### src/rtl/sif_pkg.sv
// sif_pkg: shared types and constants for the SIF responder slice.
//   SIF_AW / SIF_DW : bus address / data widths
//   sif_op_t        : xa strobe decode {wr, rd}
//   wa_entry_t      : one posted wa write {addr, data}
//   sif_decode()    : packs the two xa strobes into a sif_op_t
package sif_pkg;

  localparam int unsigned SIF_AW = 16;
  localparam int unsigned SIF_DW = 16;

  typedef enum logic [1:0] {
    SifNop  = 2'b00,
    SifRd   = 2'b01,
    SifWr   = 2'b10,
    SifRdWr = 2'b11
  } sif_op_t;

  typedef struct packed {
    logic [SIF_AW-1:0] addr;
    logic [SIF_DW-1:0] data;
  } wa_entry_t;

  function automatic sif_op_t sif_decode(input logic wr, input logic rd);
    return sif_op_t'({wr, rd});
  endfunction

endpackage

### src/rtl/sif_wa_fifo.sv
// sif_wa_fifo: synchronous FIFO of wa_entry_t holding posted wa writes.
// Ports:
//   clk_i, nrst_i : clock, synchronous active-low reset (empties the FIFO)
//   i_push/i_data : push request and entry
//   i_pop         : pop request (head advances when non-empty)
//   o_data        : head entry (meaningful when !o_empty)
//   o_full/o_empty/o_count : occupancy status
// A push while full is accepted only if a pop happens in the same cycle.
module sif_wa_fifo
  import sif_pkg::*;
#(
  parameter int unsigned DEPTH = 4
) (
  input  logic                    clk_i,
  input  logic                    nrst_i,
  input  logic                    i_push,
  input  wa_entry_t               i_data,
  input  logic                    i_pop,
  output wa_entry_t               o_data,
  output logic                    o_full,
  output logic                    o_empty,
  output logic [$clog2(DEPTH):0]  o_count
);

  localparam int unsigned PtrW = $clog2(DEPTH);

  wa_entry_t         r_mem [DEPTH];
  logic [PtrW-1:0]   r_wr_ptr;
  logic [PtrW-1:0]   r_rd_ptr;
  logic [PtrW:0]     r_count;
  logic              w_push_ok;
  logic              w_pop_ok;

  always_comb begin
    o_count   = r_count;
    o_full    = (r_count == (PtrW + 1)'(DEPTH));
    o_empty   = (r_count == '0);
    o_data    = r_mem[r_rd_ptr];
    w_pop_ok  = i_pop && !o_empty;
    w_push_ok = i_push && (!o_full || w_pop_ok);
  end

  // Pointers wrap naturally since DEPTH is a power of two.
  always_ff @(posedge clk_i) begin
    if (!nrst_i) begin
      r_wr_ptr <= '0;
      r_rd_ptr <= '0;
      r_count  <= '0;
    end else begin
      if (w_push_ok) r_wr_ptr <= r_wr_ptr + PtrW'(1);
      if (w_pop_ok)  r_rd_ptr <= r_rd_ptr + PtrW'(1);
      case ({w_push_ok, w_pop_ok})
        2'b10:   r_count <= r_count + (PtrW + 1)'(1);
        2'b01:   r_count <= r_count - (PtrW + 1)'(1);
        default: r_count <= r_count;
      endcase
    end
  end

  always_ff @(posedge clk_i) begin
    if (w_push_ok) r_mem[r_wr_ptr] <= i_data;
  end

endmodule

### src/rtl/sif_responder.sv
// sif_responder: SIF bus target with a bank of NUM_REGS 16-bit registers.
//   xa_*  : initiator read/write strobes; reads answer with 1-cycle latency
//   wa_*  : posted writes, queued in sif_wa_fifo and drained on cycles without an xa write
//   err_* : sticky error flags (wa overflow, address range, xa protocol), cleared by err_clr_i
// Reset is synchronous active-low (nrst_i) and discards queued wa writes.
// Optional: SIF_RD_BYPASS_EN forwards same-cycle drain data to an xa read of that address;
// without it a read sees the pre-write bank contents.
module sif_responder
  import sif_pkg::*;
#(
  parameter int unsigned NUM_REGS = 16,
  parameter int unsigned WA_DEPTH = 4
) (
  input  logic              clk_i,
  input  logic              nrst_i,
  input  logic [SIF_AW-1:0] xa_addr_i,
  input  logic [SIF_DW-1:0] xa_data_wr_i,
  input  logic              xa_wr_s_i,
  input  logic              xa_rd_s_i,
  output logic [SIF_DW-1:0] xa_data_rd_o,
  output logic              xa_rd_vld_o,
  input  logic [SIF_AW-1:0] wa_addr_i,
  input  logic [SIF_DW-1:0] wa_data_wr_i,
  input  logic              wa_wr_s_i,
  output logic              wa_full_o,
  input  logic              err_clr_i,
  output logic              wa_ovf_o,
  output logic              addr_err_o,
  output logic              proto_err_o
);

  localparam int unsigned IdxW = (NUM_REGS > 1) ? $clog2(NUM_REGS) : 1;

  logic [SIF_DW-1:0]         r_bank [NUM_REGS];
  logic [SIF_DW-1:0]         r_rd_data;
  logic                      r_rd_vld;
  logic                      r_wa_ovf;
  logic                      r_addr_err;
  logic                      r_proto_err;

  sif_op_t                   w_op;
  logic                      w_xa_wr;
  logic                      w_xa_rd;
  logic                      w_proto;
  logic                      w_xa_in;
  logic                      w_wa_in;
  logic [IdxW-1:0]           w_xa_idx;
  logic [IdxW-1:0]           w_wa_idx;
  logic                      w_pop;
  logic                      w_fifo_full;
  logic                      w_fifo_empty;
  logic [$clog2(WA_DEPTH):0] w_fifo_count;
  wa_entry_t                 w_push_entry;
  wa_entry_t                 w_head;
  logic [SIF_DW-1:0]         w_rd_val;
  logic                      w_ovf_set;
  logic                      w_addr_set;

  // xa decode: a simultaneous read+write performs only the write.
  always_comb begin
    w_op    = sif_decode(xa_wr_s_i, xa_rd_s_i);
    w_xa_wr = 1'b0;
    w_xa_rd = 1'b0;
    w_proto = 1'b0;
    unique case (w_op)
      SifRd:   w_xa_rd = 1'b1;
      SifWr:   w_xa_wr = 1'b1;
      SifRdWr: begin
        w_xa_wr = 1'b1;
        w_proto = 1'b1;
      end
      default: ;
    endcase
  end

  assign w_push_entry = '{addr: wa_addr_i, data: wa_data_wr_i};

  // xa writes own the bank write port; the FIFO drains only when it is free.
  assign w_pop = !w_fifo_empty && !w_xa_wr;

  sif_wa_fifo #(
    .DEPTH (WA_DEPTH)
  ) u_wa_fifo (
    .clk_i   (clk_i),
    .nrst_i  (nrst_i),
    .i_push  (wa_wr_s_i),
    .i_data  (w_push_entry),
    .i_pop   (w_pop),
    .o_data  (w_head),
    .o_full  (w_fifo_full),
    .o_empty (w_fifo_empty),
    .o_count (w_fifo_count)
  );

  always_comb begin
    w_xa_in  = (32'(xa_addr_i) < NUM_REGS);
    w_wa_in  = (32'(w_head.addr) < NUM_REGS);
    w_xa_idx = xa_addr_i[IdxW-1:0];
    w_wa_idx = w_head.addr[IdxW-1:0];

    w_rd_val = '0;
    if (w_xa_in) w_rd_val = r_bank[w_xa_idx];
`ifdef SIF_RD_BYPASS_EN
    if (w_xa_in && w_pop && w_wa_in && (w_head.addr == xa_addr_i)) w_rd_val = w_head.data;
`else
`endif

    // Full-and-popping still accepts the push, so only a non-draining full FIFO drops.
    w_ovf_set  = wa_wr_s_i && w_fifo_full && !w_pop;
    w_addr_set = ((xa_wr_s_i || xa_rd_s_i) && !w_xa_in) || (w_pop && !w_wa_in);
  end

  always_ff @(posedge clk_i) begin
    if (!nrst_i) begin
      for (int i = 0; i < int'(NUM_REGS); i++) r_bank[i] <= '0;
      r_rd_data   <= '0;
      r_rd_vld    <= 1'b0;
      r_wa_ovf    <= 1'b0;
      r_addr_err  <= 1'b0;
      r_proto_err <= 1'b0;
    end else begin
      if (w_xa_wr && w_xa_in) begin
        r_bank[w_xa_idx] <= xa_data_wr_i;
      end else if (w_pop && w_wa_in) begin
        r_bank[w_wa_idx] <= w_head.data;
      end

      r_rd_vld <= w_xa_rd;
      if (w_xa_rd) r_rd_data <= w_rd_val;

      // Set beats clear.
      r_wa_ovf    <= w_ovf_set  || (r_wa_ovf    && !err_clr_i);
      r_addr_err  <= w_addr_set || (r_addr_err  && !err_clr_i);
      r_proto_err <= w_proto    || (r_proto_err && !err_clr_i);
    end
  end

  assign xa_data_rd_o = r_rd_data;
  assign xa_rd_vld_o  = r_rd_vld;
  assign wa_full_o    = w_fifo_full;
  assign wa_ovf_o     = r_wa_ovf;
  assign addr_err_o   = r_addr_err;
  assign proto_err_o  = r_proto_err;

  count_bound_a : assert property (@(posedge clk_i) disable iff (!nrst_i)
                                   32'(w_fifo_count) <= WA_DEPTH);

endmodule
### config.mk
export PLATFORM = sky130hd
export DESIGN_NAME = sif_responder
export DESIGN_NICKNAME = d
export VERILOG_FILES = /design/src/rtl/sif_pkg.sv /design/src/rtl/sif_wa_fifo.sv /design/src/rtl/sif_responder.sv
export SDC_FILE = /design/constraint.sdc
export NUM_CORES = 1
export LEC_CHECK = 0
export ABC_CLOCK_PERIOD_IN_PS = 13450
export CORE_MARGIN = 2
export CORE_UTILIZATION = 50
export CTS_CLUSTER_DIAMETER = 120
export CTS_CLUSTER_SIZE = 28
export DETAILED_ROUTE_END_ITERATION = 10
export GPL_ROUTABILITY_DRIVEN = 0
export PLACE_DENSITY = 0.69
export RECOVER_POWER = 50
export SKIP_LAST_GASP = 1
export SLEW_MARGIN = 30
export SYNTH_ARGS = -nofsm -noshare
export SYNTH_HDL_FRONTEND = slang
export SYNTH_SLANG_ARGS = --single-unit
### constraint.sdc
create_clock -name clk_i -period 13.45 [get_ports clk_i]
set_input_delay 4.035 -clock clk_i [delete_from_list [all_inputs] [get_ports clk_i]]
set_output_delay 4.035 -clock clk_i [all_outputs]
set_load 0.03 [all_outputs]
After elaboration in Yosys (flattened, before gate mapping)

Memory sizes are Yosys's and may differ from the RTL's. A register that Yosys moved wholly into a read port is not among the register bits.
Cells that the tools add are included.
Widths: inputs -> output; s select.

Register bits: 27
Memory bits (writable): 384
Input port bits: 70
Output and inout bits: 21
Word-level logic and storage cells: 75
Memories: 2

Memory list:

| memory          | depth | bits a word | read ports | clocked after memory_dff | write ports | line                | RTL |
|---|---|---|---|---|---|---|---|
| r_bank          | 16    | 16          | 1          | 0                        | 16          | sif_responder.sv:34 | `logic [SIF_DW-1:0] r_bank [NUM_REGS];` |
| u_wa_fifo.r_mem | 4     | 32          | 1          | 1                        | 1           | sif_wa_fifo.sv:27   | `wa_entry_t r_mem [DEPTH];` |

Add/sub/neg operators: 4
Order comparisons: 2
Eq/ne operators: 6
Muxes and demuxes: 23
Reduce and logical (&&, ||, !) cells: 30

Operator list:

| operator            | count |
|---|---|
| $mux 16             | 3 |
| $lt 16x5->1 const B | 2 |
| $reduce_or 16->1    | 2 |
| $mux 1              | 15 |
| $logic_and 1x1->1   | 12 |
| $mux 4              | 2 |
| $logic_not 1->1     | 7 |
| $eq 2x2->1 const B  | 3 |
| $logic_or 1x1->1    | 6 |
| $pmux 3 s2          | 1 |
| $add 2x1->2 const B | 2 |
| $eq 2x1->1 const B  | 2 |
| $mux 2              | 2 |
| $add 3x1->3 const B | 1 |
| $eq 3x3->1 const B  | 1 |
| $logic_not 3->1     | 1 |
| $sub 3x1->3 const B | 1 |
| $reduce_bool 2->1   | 1 |
| $reduce_or 2->1     | 1 |

Depth between registers and ports, before layout

Depth after elaboration: 12
Mapped depth: 9
Mapped depth without buffers: 8

Modules after synthesis

From an unflattened synthesis, not the netlist that was laid out.

Cells, all modules: 1105
Area total of the unflattened synthesis: 17443.0 um^2

Modules (own cells, without submodules):

| module        | instances | cells each | area an instance (um^2) | seq. area each (um^2) |
|---|---|---|---|---|
| sif_responder | 1         | 878        | 12293.0                 | 8087.8 |
| sif_wa_fifo   | 1         | 227        | 5149.9                  | 4023.9 |

Worst setup path after synthesis

No wires, ideal clock.

Kind: input port to flip-flop
From: input port xa_wr_s_i
To: memory r_bank[15][0], enable pin
Library setup time: 0.447 ns
Arrival time: 6.833 ns
Data required time: 13.003 ns
Slack: 6.170 ns
Stages on the path: 5
Buffers on the path: 2
Cell sequence: buf_2 -> nor2_1 -> clkbuf_1 -> nand2_1 -> o311ai_0

RTL lines:

| element     | line                | RTL |
|---|---|---|
| from (decl) | sif_responder.sv:18 | `input logic xa_wr_s_i,` |
| to (decl)   | sif_responder.sv:34 |  |

==> metrics.yaml <==
ys_types: 50
critical_path.top_delay_family: "simple AND/OR/NAND/NOR gates"
yosys.area.top_type: "edfxtp_1"
clk_latency_ps: 550
postCtsSetupBuffers: 0
clockPowerShare: 0.256
wl_um: 49600
slew_headroom: -0.904
ys_top_cells_by_area: "edfxtp_1 (60%), mux4_2 (9.9%), nand2_1 (7.1%)"
ant_nets: 0
syn_inst: 1461
rows: 71
wl_met1_um: 19300
synth_most_common_cell: "edfxtp_1"
synth-main-ff-cell: "edfxtp_1"
first_iter_violations: 1593
vias: 12600
p_seq_frac: 0.582
path_clk_slew_ps: 110
tightest_slew_ps: 2830
ys_seq_area_frac: 0.631
hold_viol_final: 0
crit_slowest_cell: "nor4_1"
fp.coreArea_mm2: 0.0378
fin_crit_ps: 9970
ys_top_cells_by_count: "edfxtp_1 (384), nand2_1 (365), o21ai_0 (168), mux4_2 (84), clkbuf_1 (77)"
critPathBufInv: 4
antenna_found_initial: 1
dr.pass1.iters: 5
p_sw_w: 0.000695
grt_first_pass_wirelength_um: 74200
hpwl_um: 34200
start_util: 0.508
tns_ps: 0
pin_count: 91
die_w_um: 200
cts_tree: "yes"
cts_hold_buffers: 0
ys_warn_count: 0
fp.dieArea_mm2: 0.0399
numCtsBuffers: 18
drc: 0
track_usage: 0.253
async_flop_share: 0
syn2layout_area_growth_pct: 8.46
p_int_w: 0.00188
cts_buffer_depth: 3
clockRootBuffer: "clkbuf_16"
critPathCaptureType: "register"
violations: "capacitance limit, slew limit"
avgSynthCellArea_um2: 13.1
maxSlewViolCount: 274
combPwrFrac: 0.162
rsz0062_at_grt: "false"
cp-start-kind: "primary input"
ir_drop_mv: 0.0917
nets: 1557
ys_seq_elements: 413
final_cell_area_mm2: 0.0208
syn_nets: 1536
maxCapViolCount: 12
synth_area_mm2: 0.0192
top_layer_used: "met4"
port_buffers: 90
max_freq_ghz: 0.100
cp_slowest_stage_delay_ps: 2480
wl_per_cell_um: 24.7
cp.required_ps: 13680
die_h_um: 200
outcome: "finished, violations left"
met2_length_um: 23000
period_share: 0.741
placed_area_mm2: 0.0205
cts_num_sinks: 413
dr_wl_met3_um: 5810
swShare: 0.270
p_leak_nw: 6.53
grt_pass1_vias: 12000
arrival_ps: 10210
grt-ovfl-total: 0
htreeDepth: 1
cp_cell_sequence: "dlygate4sd3_1, clkbuf_1, and2_1, nand4_1, nor4_1, inv_1, o211ai_1, buf_4"
post_route_cells_drive_above_1_share: 0.113
cts_resized: 0
powerDensity_mw_per_mm2: 124
min_path_type: "register to register"
setup_viol: 0
synth-edff-count: 384
fill_cells: 3046
yosys.area.top_type_share: 0.601
fin_worst_skew_ps: 18.9
via_per_inst: 6.28
path_max_fanout: 47
crit_type: "primary input to register"
grt_max_degree: 70
-- worst paths after layout --
path	from	to	slack (ps)	depth (start not counted)
worst max-delay path	nrst_i	r_bank[3][15]$_SDFFCE_PN0P_	3480	8
worst min-delay path	xa_data_rd_o[5]$_SDFFE_PN0P_	xa_data_rd_o[5]$_SDFFE_PN0P_	480	1
worst max register to register	register	r_bank[11][10]$_SDFFCE_PN0P_	9610	8
worst min register to register	xa_data_rd_o[5]$_SDFFE_PN0P_	xa_data_rd_o[5]$_SDFFE_PN0P_	480	1
-- layer usage --
| metal | track usage | vias up |
|---|---|---|
| li1 | - | 5515 |
| met1 | 0.360 | 6188 |
| met2 | 0.399 | 787 |
| met3 | 0.0496 | 106 |
| met4 | 0.0763 | 0 |
| met5 | 0 | - |
-- cell type report --
cell class	instances	area [µm²]	area share
inverter	26	97.6	0.00469
timing repair buffer	133	1170	0.0564
multi-input combinational	890	6250	0.300
clock buffer	31	520	0.0250
clock inverter	1	8.76	0.000421
tap	511	639	0.0307
antenna	1	2.50	0.000120
sequential	413	12100	0.582
-- power by group through the flow --
stage                     Sequential [W]  Clock [W]  Combinational, W
after floorplan                  0.00151          0          0.000298
final                            0.00150   0.000659          0.000418
after global placement           0.00152          0          0.000409
after CTS                        0.00150   0.000666          0.000420
after global routing             0.00151   0.000702          0.000446
after detailed placement         0.00153          0          0.000419
-- per-stage QoR --
stage	utilization	power, W	setup WS [ps]	hold WS (ps)	cells
finish	0.551	0.00258	3480	484	2006
global route	0.551	0.00265	3210	502	2006
CTS	0.556	0.00258	6350	492	2003
detailed placement	0.542	0.00195	5780	462	1971
global placement	0.541	0.00193	5890	456	1969
floorplan	-	0.00181	6170	476	1461
-- registers in the layout (all words and copies together), names as in the netlist, named ones only --
| name | count |
|---|---|
| xa_data_rd_o | 16 |
| addr_err_o | 1 |
| u_wa_fifo.o_count | 3 |
| u_wa_fifo.r_mem | 128 |
| u_wa_fifo.r_wr_ptr | 2 |
| xa_rd_vld_o | 1 |
| proto_err_o | 1 |
| u_wa_fifo.r_rd_ptr | 2 |
| r_bank | 256 |
| wa_ovf_o | 1 |
-- placed cells by master, fill, tap and decap left out, drive strengths merged, types with 5 or more instances in the layout --
master,n
mux4,84
dfxtp,29
dlygate4sd3,55
nand4,5
nand2,365
o211ai,15
edfxtp,384
inv,27
and3,22
o21ai,194
nor4,26
nor2,9
clkdlybuf4s50,33
nand2b,6
a21boi,5
a22o,16
a22oi,32
nor2b,5
o31ai,64
clkbuf,43
buf,33
and2,11
-- logic make-up (layout without fill, tap and decap cells) --
kind of cell	Yosys count	count (layout)	synth area share
AO/OA/AOI/OAI	334	334	0.109
XOR/XNOR	5	5	0.00228
adder cells (fa/ha/maj)	5	5	0.00365
buffers and inverters	158	191	0.0371
flip-flops	413	413	0.631
multiplexers	85	85	0.0992
other	0	1	0
AND/OR/NAND/NOR	461	461	0.117
No activity file was read; power rests on OpenSTA's default activity.
